<file path="src/rtl/instr_fetch_queue_if.sv">
// instr_fetch_queue_if: instruction memory read bus.
// master = prefetcher (req/addr out), slave = memory (ready/rvalid/rdata out).
interface instr_fetch_queue_if;
  logic        imem_req;
  logic [10:0] imem_addr;
  logic        imem_ready;
  logic        imem_rvalid;
  logic [31:0] imem_rdata;

  modport master (
    output imem_req, imem_addr,
    input  imem_ready, imem_rvalid, imem_rdata
  );

  modport slave (
    input  imem_req, imem_addr,
    output imem_ready, imem_rvalid, imem_rdata
  );
endinterface

</file>
<file path="src/rtl/instr_fetch_queue.sv">
// instr_fetch_queue: PC walker, in-order imem reads, DEPTH-entry FIFO to core.
// Ports: clk, resetn (sync), branch_*, read_fifo, instruction_fetch, fifo_empty,
// imem bus (master); IFQ_STATS_EN adds fetch_count and flush_count.
module instr_fetch_queue #(
  parameter int          DEPTH    = 4,
  parameter logic [10:0] RESET_PC = 11'd0
) (
  input  logic        clk,
  input  logic        resetn,
  input  logic        branch_valid,
  input  logic [10:0] branch_address,
  input  logic        read_fifo,
  output logic [31:0] instruction_fetch,
  output logic        fifo_empty,
`ifdef IFQ_STATS_EN
  output logic [31:0] fetch_count,
  output logic [15:0] flush_count,
`endif
  instr_fetch_queue_if.master imem
);

  localparam int AW = $clog2(DEPTH);
  localparam int CW = AW + 1;
  localparam logic [CW:0] DEPTH_S = (CW+1)'(DEPTH);

  logic [10:0]   pc;
  logic [31:0]   mem [DEPTH];
  logic [AW-1:0] rd_ptr;
  logic [AW-1:0] wr_ptr;
  logic [CW-1:0] count;
  logic [CW-1:0] outstanding;
  logic [CW-1:0] drop;
  logic [CW:0]   credit;
  logic          issue;
  logic          stale;
  logic          push;
  logic          pop;

  // In-flight requests reserve a slot, so a push never meets a full FIFO.
  assign credit = {1'b0, count} + {1'b0, outstanding};

  assign imem.imem_req  = resetn && !branch_valid
                        && (credit < DEPTH_S);
  assign imem.imem_addr = pc;

  assign issue = imem.imem_req && imem.imem_ready;
  assign stale = (drop != '0);
  assign push  = imem.imem_rvalid && !stale && !branch_valid;
  assign pop   = read_fifo && (count != '0) && !branch_valid;

  assign fifo_empty        = (count == '0);
  assign instruction_fetch = fifo_empty ? 32'h0 : mem[rd_ptr];

  always_ff @(posedge clk) begin
    if (push) mem[wr_ptr] <= imem.imem_rdata;
  end

  always_ff @(posedge clk) begin
    if (!resetn) begin
      pc          <= RESET_PC;
      rd_ptr      <= '0;
      wr_ptr      <= '0;
      count       <= '0;
      outstanding <= '0;
      drop        <= '0;
    end else begin
      outstanding <= outstanding + CW'(issue)
                   - CW'(imem.imem_rvalid);
      if (branch_valid) begin
        pc     <= branch_address;
        rd_ptr <= '0;
        wr_ptr <= '0;
        count  <= '0;
        // Everything still in flight after this edge predates the flush.
        drop   <= outstanding - CW'(imem.imem_rvalid);
      end else begin
        if (issue) pc <= pc + 11'd1;
        if (imem.imem_rvalid && stale) drop <= drop - CW'(1);
        if (push) wr_ptr <= wr_ptr + AW'(1);
        if (pop) rd_ptr <= rd_ptr + AW'(1);
        count <= count + CW'(push) - CW'(pop);
      end
    end
  end

`ifdef IFQ_STATS_EN
  always_ff @(posedge clk) begin
    if (!resetn) begin
      fetch_count <= '0;
      flush_count <= '0;
    end else begin
      if (push && (fetch_count != '1))
        fetch_count <= fetch_count + 32'd1;
      if (branch_valid && (flush_count != '1))
        flush_count <= flush_count + 16'd1;
    end
  end
`endif

endmodule

</file>
<file path="src/flat_wrapper.sv">
// flat-port wrapper written by rule: the top's interface ports become plain ports
module instr_fetch_queue_flat 
#(
  parameter int          DEPTH    = 4,
  parameter logic [10:0] RESET_PC = 11'd0
)
  (clk, resetn, branch_valid, branch_address, read_fifo, instruction_fetch, fifo_empty, imem_imem_req, imem_imem_addr, imem_imem_ready, imem_imem_rvalid, imem_imem_rdata);
  instr_fetch_queue_if imem_i ();
  input  logic clk;
  input  logic resetn;
  input  logic branch_valid;
  input  logic [10:0] branch_address;
  input  logic read_fifo;
  output logic [31:0] instruction_fetch;
  output logic fifo_empty;
  output wire logic [$bits(imem_i.imem_req)-1:0] imem_imem_req;
  output wire logic [$bits(imem_i.imem_addr)-1:0] imem_imem_addr;
  input wire logic [$bits(imem_i.imem_ready)-1:0] imem_imem_ready;
  input wire logic [$bits(imem_i.imem_rvalid)-1:0] imem_imem_rvalid;
  input wire logic [$bits(imem_i.imem_rdata)-1:0] imem_imem_rdata;
  assign imem_imem_req = imem_i.imem_req;
  assign imem_imem_addr = imem_i.imem_addr;
  assign imem_i.imem_ready = imem_imem_ready;
  assign imem_i.imem_rvalid = imem_imem_rvalid;
  assign imem_i.imem_rdata = imem_imem_rdata;
  instr_fetch_queue #(.DEPTH(DEPTH), .RESET_PC(RESET_PC)) u_core (.clk(clk), .resetn(resetn), .branch_valid(branch_valid), .branch_address(branch_address), .read_fifo(read_fifo), .instruction_fetch(instruction_fetch), .fifo_empty(fifo_empty), .imem(imem_i));
endmodule
</file>
<file path="config.mk">
export PLATFORM = sky130hd
export DESIGN_NAME = instr_fetch_queue_flat
export DESIGN_NICKNAME = d
export VERILOG_FILES = /design/src/rtl/instr_fetch_queue_if.sv /design/src/rtl/instr_fetch_queue.sv /design/src/flat_wrapper.sv
export SDC_FILE = /design/constraint.sdc
export NUM_CORES = 1
export LEC_CHECK = 0
export BUFFER_PORTS_ARGS = -buffer_cell sky130_fd_sc_hd__buf_4
export CELL_PAD_IN_SITES_DETAIL_PLACEMENT = 1
export CELL_PAD_IN_SITES_GLOBAL_PLACEMENT = 1
export CORE_ASPECT_RATIO = 1.2
export CORE_MARGIN = 3
export CORE_UTILIZATION = 51
export CTS_CLUSTER_SIZE = 40
export DETAILED_ROUTE_END_ITERATION = 8
export GPL_ROUTABILITY_DRIVEN = 0
export GPL_TIMING_DRIVEN = 0
export HOLD_SLACK_MARGIN = 0.03
export PLACE_DENSITY = 0.9
export SLEW_MARGIN = 20
export SYNTH_ARGS = -nofsm -noshare
export SYNTH_HDL_FRONTEND = slang
export SYNTH_SLANG_ARGS = --single-unit
</file>
<file path="constraint.sdc">
create_clock -name clk -period 5.7 [get_ports clk]
set_clock_uncertainty 0.2 [all_clocks]
set_input_delay 1.14 -clock clk [delete_from_list [all_inputs] [get_ports clk]]
set_output_delay 1.14 -clock clk [all_outputs]
set_load 0.02 [all_outputs]
</file>
* After elaboration in Yosys (flattened, before gate mapping) *
Memory sizes are Yosys's and may differ from the RTL's. A register that Yosys moved wholly into a read port is not among the register bits.
Cells that the tools add are included.

word-level totals
  memories = 1
  word-level logic and storage cells = 44
  bits in registers = 24
  RAM bits = 128

memories
  name        words  bits a word  rd ports  clocked after memory_dff  wr ports  RTL line                 source
  u_core.mem  4      32           1         1                         1         instr_fetch_queue.sv:27  logic [31:0] mem [DEPTH];

cells by class
  magnitude comparators = 1
  add/subtract/negate cells = 10
  muxes and demuxes = 9
  bitwise gates (word level) = 1
  reductions and logical operators = 16

operator list
  operator               number
  $mux 32                1
  $mux 11                2
  $add 11x1->11 const B  1
  $sub 3x1->3            3
  $logic_and 1x1->1      8
  $add 3x1->3            2
  $mux 3                 2
  $reduce_bool 3->1      2
  $add 2x1->2 const B    2
  $add 3x3->4            1
  $lt 4x3->1 const B     1
  $mux 2                 2
  $reduce_bool 2->1      2
  $logic_not 3->1        1
  $sub 3x1->3 const B    1
  $logic_not 1->1        2
  $mux 1                 2
  $reduce_or 2->1        1
  $not 1->1              1

* Depth between registers and ports, before layout *
Gate-level depths: netlist of the first run.

  depth in word-level cells = 6
  gate-level depth with buffers = 10
  gate-level depth less buffers = 9

* Least setup slack after synthesis of the first run *
No wires, ideal clock.

  path kind = input port to output port
  from = input port branch_valid
  to = output port imem_imem_req
  stages = 2
  required time = 4.360 ns
  path slack = 2.614 ns
  arrival time = 1.746 ns
  cells stage by stage = nor4b_4 > and2_1

between the ends
  cells in the longest elaborated chain, start to end = 3

ends and longest elaborated chain
  item               RTL line                 source
  start, declared    flat_wrapper.sv:11       input logic branch_valid;
  $logic_not 1->1    instr_fetch_queue.sv:42  assign imem.imem_req = resetn && !branch_valid
  $logic_and 1x1->1  instr_fetch_queue.sv:42
  $logic_and 1x1->1  instr_fetch_queue.sv:43  && (credit < DEPTH_S);
  end, declared      flat_wrapper.sv:16       output wire logic [$bits(imem_i.imem_req)-1:0] imem_imem_req;

No other way between the ends.

* Worst setup path after layout of the first run *
  from = register u_core.count[1]
  to = output port instruction_fetch[22]

between the ends
  cells in the longest elaborated chain, start to end = 2

ends and longest elaborated chain
  item                    RTL line                 source
  start, declared         instr_fetch_queue.sv:30  logic [CW-1:0] count;
  start signal, assigned  instr_fetch_queue.sv:81  count <= count + CW'(push) - CW'(pop);
  $logic_not 3->1         instr_fetch_queue.sv:51  assign fifo_empty = (count == '0);
  $mux 32                 instr_fetch_queue.sv:52  assign instruction_fetch = fifo_empty ? 32'h0 : mem[rd_ptr];
  end, declared           flat_wrapper.sv:14       output logic [31:0] instruction_fetch;

No other way between the ends.

==> key figures, run 1 <==
Die
  • Initial Utilization: approximately 53%
  • Std-Cell Rows: 43
  • Top Ports: 94
  • Die ar.: 0.01374 mm^2
  • Die Span Y: 127.8 um
  • Die width: approximately 110 um
  • Core ar.: approximately 0.012 mm^2

Timing
  • Crit path time final: around 3.8 ns
  • Worst-margin pin slew: around 1.0 ns
  • RSZ-0062 raised after global routing: false
  • Final Max Tran Viols: 0
  • Max_slew headroom: 32.23%
  • Final setup viols: 0
  • Crit share post-route: 66.49%
  • F_max: around 260 MHz
  • Setup TNS: 0 ns
  • Final hold vios: 0

Final layout
  • Layout area overhead: 24.74%
  • Nets@finish: about 550
  • Post-Layout Cell Count: ~660
  • # diodes: 0
  • Layout cells sized above 1: between 30 and 40%

Global route
  • Largest net degree at the start of global routing: 27
  • Global route overflow: 0
  • Total GRT Usage: approximately 22%
  • First-pass GRT wire length: between 20 and 25 mm
  • Antenna violations before repair: 0
  • Vias in the first global route: ~4000

Place
  • I/O Buffers: just over 90
  • DP HPWL: around 9.4 mm
  • Placed instance count: about 620

Setup path
  • Data arrival time of the critical path: between 2 and 2.5 ns
  • Setup crit end kind: output port
  • Critical path required time: approximately 4.4 ns
  • Worst Setup Start Kind: flop
  • Crit Path Class: reg -> out
  • Critical-path cell list: nor3_1 -> clkbuf_1 -> nor2b_1 -> buf_4
  • CP peak stage delay: approximately 0.83 ns
  • Crit-path max FO: 10
  • Slowest-stage cell, CP: nor3_1

Drt
  • DRC Markers: 0
  • DR iter-0 viols: 285
  • Final ANT Viol Nets: 0
  • Drt pass-1 iters: 4
  • Detail-routed net length per standard cell: ~22 um
  • Via Count: roughly 3700
  • WL final: approximately 15 mm
  • Vias per inst: 5.654

Power and ir drop
  • VDD IR max: 0.0002062 V
  • Leak: ~2.8 nW
  • PD cells: between 300 and 400 mW/mm^2

Logic synthesis
  • Synth Flop Type: edfxtp_1
  • Ys async rst share: 0%
  • Avg Inst Size Synth: 17.05 um^2
  • Cell area after synthesis: ~0.0063 mm^2
  • Register area share after synthesis: ~69%
  • EDFF count, synth: approximately 130
  • Yosys warning count: 0
  • #FFs+latches synth: approximately 150
  • Synth Instances: 370
  • Syn nets: between 400 and 500
  • Number of distinct library cells after synthesis: between 40 and 50

Clock tree
  • Post-CTS resize count: 0
  • CTS Buf Count: 17
  • CTS tree: built
  • Clk root buf: clkbuf_16
  • Worst-Skew Late Latency: approximately 0.42 ns
  • Hold buffers post-CTS: 0
  • H-tree depth: 4
  • Clock sink count: about 150
  • Clock slew at reported path FFs: 0.07 ns
  • Clk buf depth: 2
  • Postcts setup bufs: 0

Run
  • Max_cap viols: 0

Outcome
  • Status: finished, final reports clean

Worst hold path
  • Hold Crit Class: reg -> reg
[registers in the layout (all words and copies together) (netlist names), named ones only]
register	count
u_core.rd_ptr	2
u_core.count	3
u_core.wr_ptr	2
u_core.imem.imem_addr	11
u_core.mem	128
u_core.drop	3
u_core.outstanding	3
[critical path: cells and delay by family, from the launching register on]
kind,cells,cell delay (ns)
buffers and inverters,2,0.69
and+or+nand+nor,2,0.98
DFF,1,0.36
[Yosys cell counts (7+ instances only)]
library cell | n | share of area, %
inv_1 | 16 | 0.95
xnor2_1 | 10 | 1.4
o21ai_0 | 7 | 0.56
dfxtp_1 | 26 | 8.3
nor2_1 | 8 | 0.48
clkbuf_1 | 11 | 0.65
mux4_2 | 32 | 11
a21oi_1 | 9 | 0.71
and2_1 | 8 | 0.79
ha_1 | 15 | 3.0
edfxtp_1 | 128 | 61
nand2_1 | 18 | 1.1
nor2b_1 | 32 | 3.2
[per-layer routing]
| metal | track usage (%) | vias up | part of all wire [%] |
|---|---|---|---|
| met1 | 28.02 | 1922 | 40 |
| met3 | 4.937 | 26 | 4.0 |
| li1 | - | 1660 | - |
| met4 | 7.429 | 0 | 1.8 |
| met5 | 0 | - | 0 |
| met2 | 38.47 | 101 | 54 |
[worst paths after layout]
kind	from	end	slack [ns]	cells after the start
setup / recovery	u_core.count[1]	instruction_fetch[22]	1.91	4
hold / removal	u_core.imem.imem_addr[9]	u_core.imem.imem_addr[9]	0.30	2
setup reg to reg	u_core.count[1]	u_core.count[2]	2.55	9
hold reg to reg	u_core.imem.imem_addr[9]	u_core.imem.imem_addr[9]	0.30	2
[cell usage in the layout, fill, tap and decap left out, types with 5 or more instances in the layout]
| cell | n |
|---|---|
| a21oi_1 | 9 |
| a31oi_1 | 5 |
| and3_1 | 5 |
| buf_4 | 93 |
| clkbuf_1 | 11 |
| clkbuf_16 | 17 |
| dfxtp_1 | 26 |
| edfxtp_1 | 128 |
| ha_1 | 15 |
| inv_1 | 16 |
| inv_6 | 5 |
| mux4_2 | 32 |
| nand2_1 | 18 |
| nor2_1 | 8 |
| nor2b_1 | 32 |
| o21ai_0 | 7 |
| xnor2_1 | 10 |
[through the flow]
stage	power, mW	worst slack, ns	hold WS, ns	utilization, %	cell area (um^2)
6_report	2.626	1.910	0.2967	66.47	7868
5_1_grt	2.724	1.743	0.3368	66.47	7868
4_1_cts	2.643	1.817	0.3001	66.47	7868
3_5_place_dp	1.576	2.281	0.2892	61.69	7302
3_3_place_gp	1.550	1.823	0.2795	60.85	7202
2_1_floorplan	1.458	2.614	0.2902	-	6307
[power by group]
part	internal, mW	total (mW)	switching, mW
Combinational	0.127	0.269	0.142
Sequential	1.26	1.28	0.0250
Clock	0.608	1.07	0.464
Total	1.99	2.63	0.632
[layout make-up]
cell class	count	area [um^2]
clock buffer	17	425.4
clock inverter	15	140.1
tap	157	196.4
fill	1070	3969
buffer	15	61.31
timing repair buffer	97	793.3
inverter	16	60.06
multi-input combinational	185	1827
sequential	154	4364
[cells by family (layout without fill, tap and decap cells)]
kind of cell | after synthesis | in the layout | synth area share (%)
fa+ha+maj | 17 | 17 | 3.610
xor+xnor | 10 | 10 | 1.389
flops | 154 | 154 | 69.19
buf+inv | 31 | 160 | 1.924
mux | 34 | 34 | 11.76
compound gates | 40 | 40 | 4.285
simple gates | 84 | 84 | 7.836
Power figures use the tool's default switching activity.
==> run 2: changes to the inputs <==
--- a/config.mk
+++ b/config.mk
@@ -5,18 +5,19 @@
 export SDC_FILE = /design/constraint.sdc
 export NUM_CORES = 1
 export LEC_CHECK = 0
+export ABC_AREA = 1
 export BUFFER_PORTS_ARGS = -buffer_cell sky130_fd_sc_hd__buf_4
 export CELL_PAD_IN_SITES_DETAIL_PLACEMENT = 1
 export CELL_PAD_IN_SITES_GLOBAL_PLACEMENT = 1
 export CORE_ASPECT_RATIO = 1.2
 export CORE_MARGIN = 3
-export CORE_UTILIZATION = 51
+export CORE_UTILIZATION = 41
 export CTS_CLUSTER_SIZE = 40
 export DETAILED_ROUTE_END_ITERATION = 8
 export GPL_ROUTABILITY_DRIVEN = 0
 export GPL_TIMING_DRIVEN = 0
 export HOLD_SLACK_MARGIN = 0.03
-export PLACE_DENSITY = 0.9
+export PLACE_DENSITY = 0.82
 export SLEW_MARGIN = 20
 export SYNTH_ARGS = -nofsm -noshare
 export SYNTH_HDL_FRONTEND = slang
==> constraint.sdc (replaced) <==
create_clock -name clk -period 3.1 [get_ports clk]
set_clock_uncertainty 0.2 [all_clocks]
set_input_delay 0.62 -clock clk [delete_from_list [all_inputs] [get_ports clk]]
set_output_delay 0.62 -clock clk [all_outputs]
set_load 0.02 [all_outputs]
==> key figures, run 2 <==
Outcome
  • Status: finished, final reports clean

Final layout
  • Sequential Area: 0.004364 mm^2 (unchanged)
  • Most common cell after layout, fill and taps aside: nor2_1
  • Nets@finish: 777 (+41%)
  • Commonest cells after routing, fill and taps aside: 155 x nor2_1, 128 x edfxtp_1, 92 x buf_4
  • Largest Register: u_core.mem
  • Fillers: 1687 (+58%)
  • Area of the multi-input gates: 0.001941 mm^2 (+6.2%)
  • Layout cells sized above 1: 21.02% (-13 points)
  • Largest register FFs: 128 (unchanged)
  • # diodes: 0 (unchanged)
  • Layout area overhead: 27.01%

Global route
  • Largest net degree at the start of global routing: 20 (-26%)
  • Antenna violations before repair: 0 (unchanged)
  • Vias in the first global route: 5478 (+35%)
  • Global route overflow: 0 (unchanged)
  • First-pass GRT wire length: 28.55 mm (+24%)
  • Total GRT Usage: 21.46% (-0.85 points)

Power and ir drop
  • Switching Share: 21.77% (-2.3 points)
  • VDD IR max: 0.0004394 V (+110%)
  • Leak: 3.248 nW (+16%)
  • Internal: 4.071 mW (+100%)
  • Final total power: 5.204 mW (+98%)
  • Clock network power share: 46.1% (+5.3 points)
  • Comb pwr share: 8.8% (-1.4 points)
  • PD cells: 625.0 mW/mm^2 (+87%)
  • Switch Pwr: 1.133 mW (+79%)
  • Sequential share of power: 45.2% (-3.7 points)

Timing
  • F_max: about 350 MHz
  • Crit share post-route: roughly 92%
  • RSZ-0062 raised after global routing: false
  • Final hold vios: 0 (unchanged)
  • Final setup viols: 0 (unchanged)
  • Max_slew headroom: 53.00% (+21 points)
  • Hold_ws: 0.1948 ns (-0.1019 ns)
  • Final Max Tran Viols: 0 (unchanged)
  • Setup TNS: 0 ns (unchanged)
  • Worst-margin pin slew: 0.7033 ns (-0.3055 ns)
  • Crit path time final: 2.858 ns

Clock tree
  • Worst-Skew Late Latency: 0.42 ns (about the same)
  • H-tree depth: 4 (unchanged)
  • Post-CTS resize count: 0 (unchanged)
  • CTS tree: built
  • Hold buffers post-CTS: 0 (unchanged)
  • Clk buf depth: 2 (unchanged)
  • CTS Buf Count: 17 (unchanged)
  • Clock sink count: 154 (unchanged)
  • Clk root buf: clkbuf_16
  • Clock slew at reported path FFs: 0.06 ns (about the same)
  • Postcts setup bufs: 0 (unchanged)

Logic synthesis
  • Syn nets: 662 (+52%)
  • Number of distinct library cells after synthesis: 36 (-14%)
  • Cell area after synthesis: 0.006555 mm^2 (+3.9%)
  • Top cell type's share of synthesized area: 58.64% (-2.3 points)
  • Top-count cell post-synth: nor2_1
  • Avg Inst Size Synth: 11.00 um^2 (-35%)
  • Register area share after synthesis: 66.58% (-2.6 points)
  • Area leader, netlist: edfxtp_1
  • EDFF count, synth: 128 (unchanged)
  • Synth Instances: 596 (+61%)
  • Ys async rst share: 0% (unchanged)
  • #FFs+latches synth: 154 (unchanged)
  • Yosys warning count: 0 (unchanged)
  • Top cells by count, synth: 159 x nor2_1, 128 x edfxtp_1, 73 x o21ai_0
  • Synth area leaders: edfxtp_1 59%, nor2_1 9.1%, dfxtp_1 7.9%
  • Synth Flop Type: edfxtp_1

Drt
  • WL final: 18.00 mm (+23%)
  • DR iter-0 viols: 214 (-25%)
  • DRC Markers: 0 (unchanged)
  • Drt pass-1 iters: 4 (unchanged)
  • Detail-routed net length per standard cell: 19.33 um (-13%)
  • Vias per inst: 5.248 (-7.2%)
  • Final ANT Viol Nets: 0 (unchanged)
  • Via Count: 4886 (+32%)

Setup path
  • Crit Path Class: reg -> out
  • Critical path required time: 2.28 ns (-2.08 ns)
  • Crit-path max FO: 10 (unchanged)
  • R2r startpoint: u_core.drop[1]
  • Setup crit end kind: output port
  • CP startpoint: u_core.count[0]
  • Worst Setup Start Kind: flop
  • Data arrival time of the critical path: 2.04 ns (-0.41 ns)

Die
  • Die width: 121.4 um (+13%)
  • Initial Utilization: 41.91% (-11 points)
  • Top Ports: 94 (unchanged)
  • Core ar.: 0.01564 mm^2 (+32%)
  • Die Span Y: 144.5 um (+13%)
  • Std-Cell Rows: 50 (+16%)
  • Die ar.: 0.01755 mm^2 (+28%)

Worst hold path
  • Hold_sp: imem_imem_rdata[14]
  • Hold Crit Class: in -> reg

Run
  • Max_cap viols: 0 (unchanged)

Place
  • I/O Buffers: 92 (-1.1%)
  • DP HPWL: 12.29 mm (+31%)
run 2: changes by cell type in the layout (fill, tap and decap cells not counted), sizes merged, moves of 16 or more:
cell	delta
inv	+16
mux4	-32
nor2	+152
a21oi	+33
o21ai	+69
nor2b	-32
nand2	+22
run 2: path summary, 6_finish.rpt:
| kind | endpoint | slack [ns] | depth (start not counted) |
|---|---|---|---|
| setup / recovery | instruction_fetch[2] | 0.24 | 4 |
| hold / removal | u_core.mem[3][14] | 0.19 | 1 |
| setup reg to reg | u_core.count[2] | 0.54 | 11 |
| hold reg to reg | u_core.wr_ptr[1] | 0.33 | 2 |
run 2: cells by family (layout without fill, tap and decap cells):
| group | count (synthesis) | count (layout) | share of synthesized area, % |
|---|---|---|---|
| xor gates and xnor gates | 9 | 9 | 1.203 |
| and+or+nand+nor | 228 | 228 | 14.96 |
| adders and majority gates | 17 | 17 | 3.474 |
| buffers and inverters | 66 | 193 | 4.276 |
| DFF | 154 | 154 | 66.58 |
| AOI/OAI and AO/OA | 122 | 122 | 9.506 |
run 2: area by class of cell:
class | instances | share of cell area [%]
Sequential cell | 154 | 52.42
Multi-Input combinational cell | 376 | 23.31
Timing Repair Buffer | 96 | 9.618
Clock buffer | 19 | 5.200
Tap cell | 208 | 3.126
Clock inverter | 12 | 2.961
Inverter | 40 | 1.954
Buffer | 26 | 1.413
run 2: worst max-delay path, cell delays in order, from the launching register on:
cell,delay (ns)
dfxtp_1,0.35
nor3_4,0.39
clkbuf_1,0.54
a21oi_1,0.14
buf_4,0.20
run 2: power groups by stage:
stage	registers, mW	clock network [mW]	logic (mW)
global placement	2.39	0	0.414
CTS	2.35	2.43	0.465
finish	2.35	2.40	0.456
floorplan	2.40	0	0.237
detailed placement	2.39	0	0.460
global route	2.36	2.50	0.513
run 2: metal layers:
metal  wire (um)  share of wire [%]  global-route usage [%]
met1        6950                 39                   23.83
met2        9744                 54                   39.77
met3         955                5.3                   5.047
met4         346                1.9                   8.142
met5           0                  0                       0
run 2: per-stage QoR:
step	instances	area (um^2)	setup slack (ns)	util (%)
2_1_floorplan	596	6555	0.1446	-
3_3_place_gp	896	7506	-1.219	47.99
3_5_place_dp	900	7646	0.3480	48.89
4_1_cts	931	8325	0.1727	53.23
5_1_grt	931	8325	0.03941	53.23
6_report	931	8325	0.2418	53.23
==> run 3: changes to the inputs <==
--- a/config.mk
+++ b/config.mk
@@ -6,7 +6,7 @@
 export NUM_CORES = 1
 export LEC_CHECK = 0
 export ABC_AREA = 1
-export BUFFER_PORTS_ARGS = -buffer_cell sky130_fd_sc_hd__buf_4
+export BUFFER_PORTS_ARGS = -buffer_cell sky130_fd_sc_hd__buf_2
 export CELL_PAD_IN_SITES_DETAIL_PLACEMENT = 1
 export CELL_PAD_IN_SITES_GLOBAL_PLACEMENT = 1
 export CORE_ASPECT_RATIO = 1.2
==> key figures, run 3 (synthesis gave the netlist of run 2 again) <==
Outcome
  • Status: finished, final reports clean

Place
  • I/O Buffers: 92 (unchanged)
  • Placed instance count: 900 (unchanged)
  • DP HPWL: 12.00 mm (-2.4%)

Timing
  • RSZ-0062 raised after global routing: true
  • Max_slew headroom: 56.57% (+3.6 points)
  • Final setup viols: 0 (unchanged)
  • Crit share post-route: 96.63% (+4.4 points)
  • Final Max Tran Viols: 0 (unchanged)
  • Final hold vios: 0 (unchanged)
  • Hold_ws: 0.2075 ns (+0.01278 ns)
  • Worst-margin pin slew: 0.6500 ns (-0.05335 ns)
  • Crit path time final: 2.996 ns (+0.1374 ns)
  • F_max: 333.8 MHz (-4.6%)

Die
  • Die Span Y: 144.5 um (unchanged)
  • Std-Cell Rows: 50 (unchanged)
  • Die ar.: 0.01755 mm^2 (unchanged)
  • Core ar.: 0.01564 mm^2 (unchanged)
  • Die width: 121.4 um (unchanged)
  • Top Ports: 94 (unchanged)
  • Initial Utilization: 41.91% (unchanged)

Final layout
  • Post-Layout Cell Count: 932 (+0.11%)
  • Most common cell after layout, fill and taps aside: nor2_1
  • Commonest cells after routing, fill and taps aside: 155 x nor2_1, 128 x edfxtp_1, 100 x buf_2
  • Largest register FFs: 128 (unchanged)
  • # diodes: 0 (unchanged)
  • Fillers: 1723 (+2.1%)
  • Layout cells sized above 1: 21.27% (+0.25 points)
  • Layout area overhead: 22.45%
  • Largest Register: u_core.mem
  • Nets@finish: 777 (unchanged)

Setup path
  • Critical-path cell list: buf_2 -> clkbuf_4 -> nor2_1 -> nor2_1 -> o21ai_0 -> a21oi_1 -> buf_2
  • Crit Path Class: reg -> out
  • Data arrival time of the critical path: 2.18 ns (+0.14 ns)
  • Setup crit end kind: output port
  • Crit-path max FO: 10 (unchanged)
  • CP peak stage delay: 0.33 ns (-0.21 ns)
  • Reg2reg setup slack: 0.54 ns (about the same)
  • Critical path required time: 2.28 ns (about the same)
  • Worst Setup Start Kind: flop
  • Slowest-stage cell, CP: dfxtp_1

Clock tree
  • CTS tree: built
  • CTS Buf Count: 17 (unchanged)
  • Postcts setup bufs: 0 (unchanged)
  • Clock slew at reported path FFs: 0.06 ns (about the same)
  • Clock sink count: 154 (unchanged)
  • Worst-Skew Late Latency: 0.43 ns (about the same)
  • Clk root buf: clkbuf_16
  • Post-CTS resize count: 0 (unchanged)
  • Hold buffers post-CTS: 0 (unchanged)
  • Clk buf depth: 2 (unchanged)
  • H-tree depth: 4 (unchanged)

Drt
  • DR iter-0 viols: 309 (+44%)
  • WL final: 18.42 mm (+2.4%)
  • Detail-routed net length per standard cell: 19.77 um (+2.3%)
  • DRC Markers: 0 (unchanged)
  • Via Count: 4897 (+0.23%)
  • Drt pass-1 iters: 4 (unchanged)
  • Vias per inst: 5.254 (+0.12%)
  • Final ANT Viol Nets: 0 (unchanged)

Power and ir drop
  • Final total power: 4.938 mW (-5.1%)
  • PD cells: 615.3 mW/mm^2 (-1.6%)
  • Leak: 3.178 nW (-2.1%)
  • VDD IR max: 0.0004113 V (-6.4%)

Global route
  • Antenna violations before repair: 1 (+1)
  • Vias in the first global route: 5428 (-0.91%)
  • Largest net degree at the start of global routing: 23 (+15%)
  • Global route overflow: 0 (unchanged)
  • Total GRT Usage: 21.83% (+0.36 points)
  • First-pass GRT wire length: 28.71 mm (+0.58%)

Run
  • Max_cap viols: 0 (unchanged)

Worst hold path
  • Hold Crit Class: in -> reg
run 3: cell types whose count changed in the layout (fill, tap and decap cells not counted), moves of 2 or more:
cell / change
inv_6: +4
clkinvlp_4: -2
clkbuf_1: -2
bufinv_16: -4
buf_2: +90
buf_4: -92
clkbuf_4: +2
clkinv_4: +3
run 3: report_power, final:
part | switching (mW) | total [mW] | internal, mW
clock | 0.885 | 2.17 | 1.28
sequential | 0.0416 | 2.35 | 2.31
combinational | 0.281 | 0.424 | 0.143
run 3: final timing paths:
path,to,depth (start not counted),from
max,instruction_fetch[5],7,flop
min,u_core.mem[0][19],1,imem_imem_rdata[19]
max reg2reg,u_core.count[2],11,u_core.drop[0]
min reg2reg,u_core.drop[2],2,u_core.drop[2]
run 3: final cells by class:
class	instances	area (um^2)	share of cell area [%]
Inverter	40	162.7	2.026
Tap cell	208	260.3	3.242
Clock inverter	15	187.7	2.338
Timing Repair Buffer	96	563.0	7.015
Clock buffer	17	425.4	5.300
Sequential cell	154	4364	54.37
Multi-Input combinational cell	376	1941	24.18
Buffer	26	122.6	1.528
run 3: critical path: cells and delay by family, from the launching register on:
family / cells / cell delay, ns
buffers and inverters: 3 / 0.72
AOI/OAI and AO/OA: 2 / 0.45
and+or+nand+nor: 2 / 0.26
DFF: 1 / 0.33
run 3: per-stage QoR:
step | cell area [um^2] | TNS [ns] | utilization [%] | setup WS [ns]
after floorplan | 6555 | 0 | - | 0.1446
after global placement | 7276 | -153.03 | 46.52 | -1.254
after detailed placement | 7408 | 0 | 47.37 | 0.3391
after CTS | 8021 | 0 | 51.29 | 0.07257
after global routing | 8026 | -0.004970 | 51.32 | -0.004970
final | 8026 | 0 | 51.32 | 0.1044
run 3: routing by layer:
metal / wire length (um) / vias up / track usage, %
li1: - / 2275 / -
met1: 7006 / 2451 / 23.42
met2: 10170 / 140 / 41.54
met3: 930 / 29 / 5.712
met4: 305 / 2 / 7.021
met5: 13 / - / 0
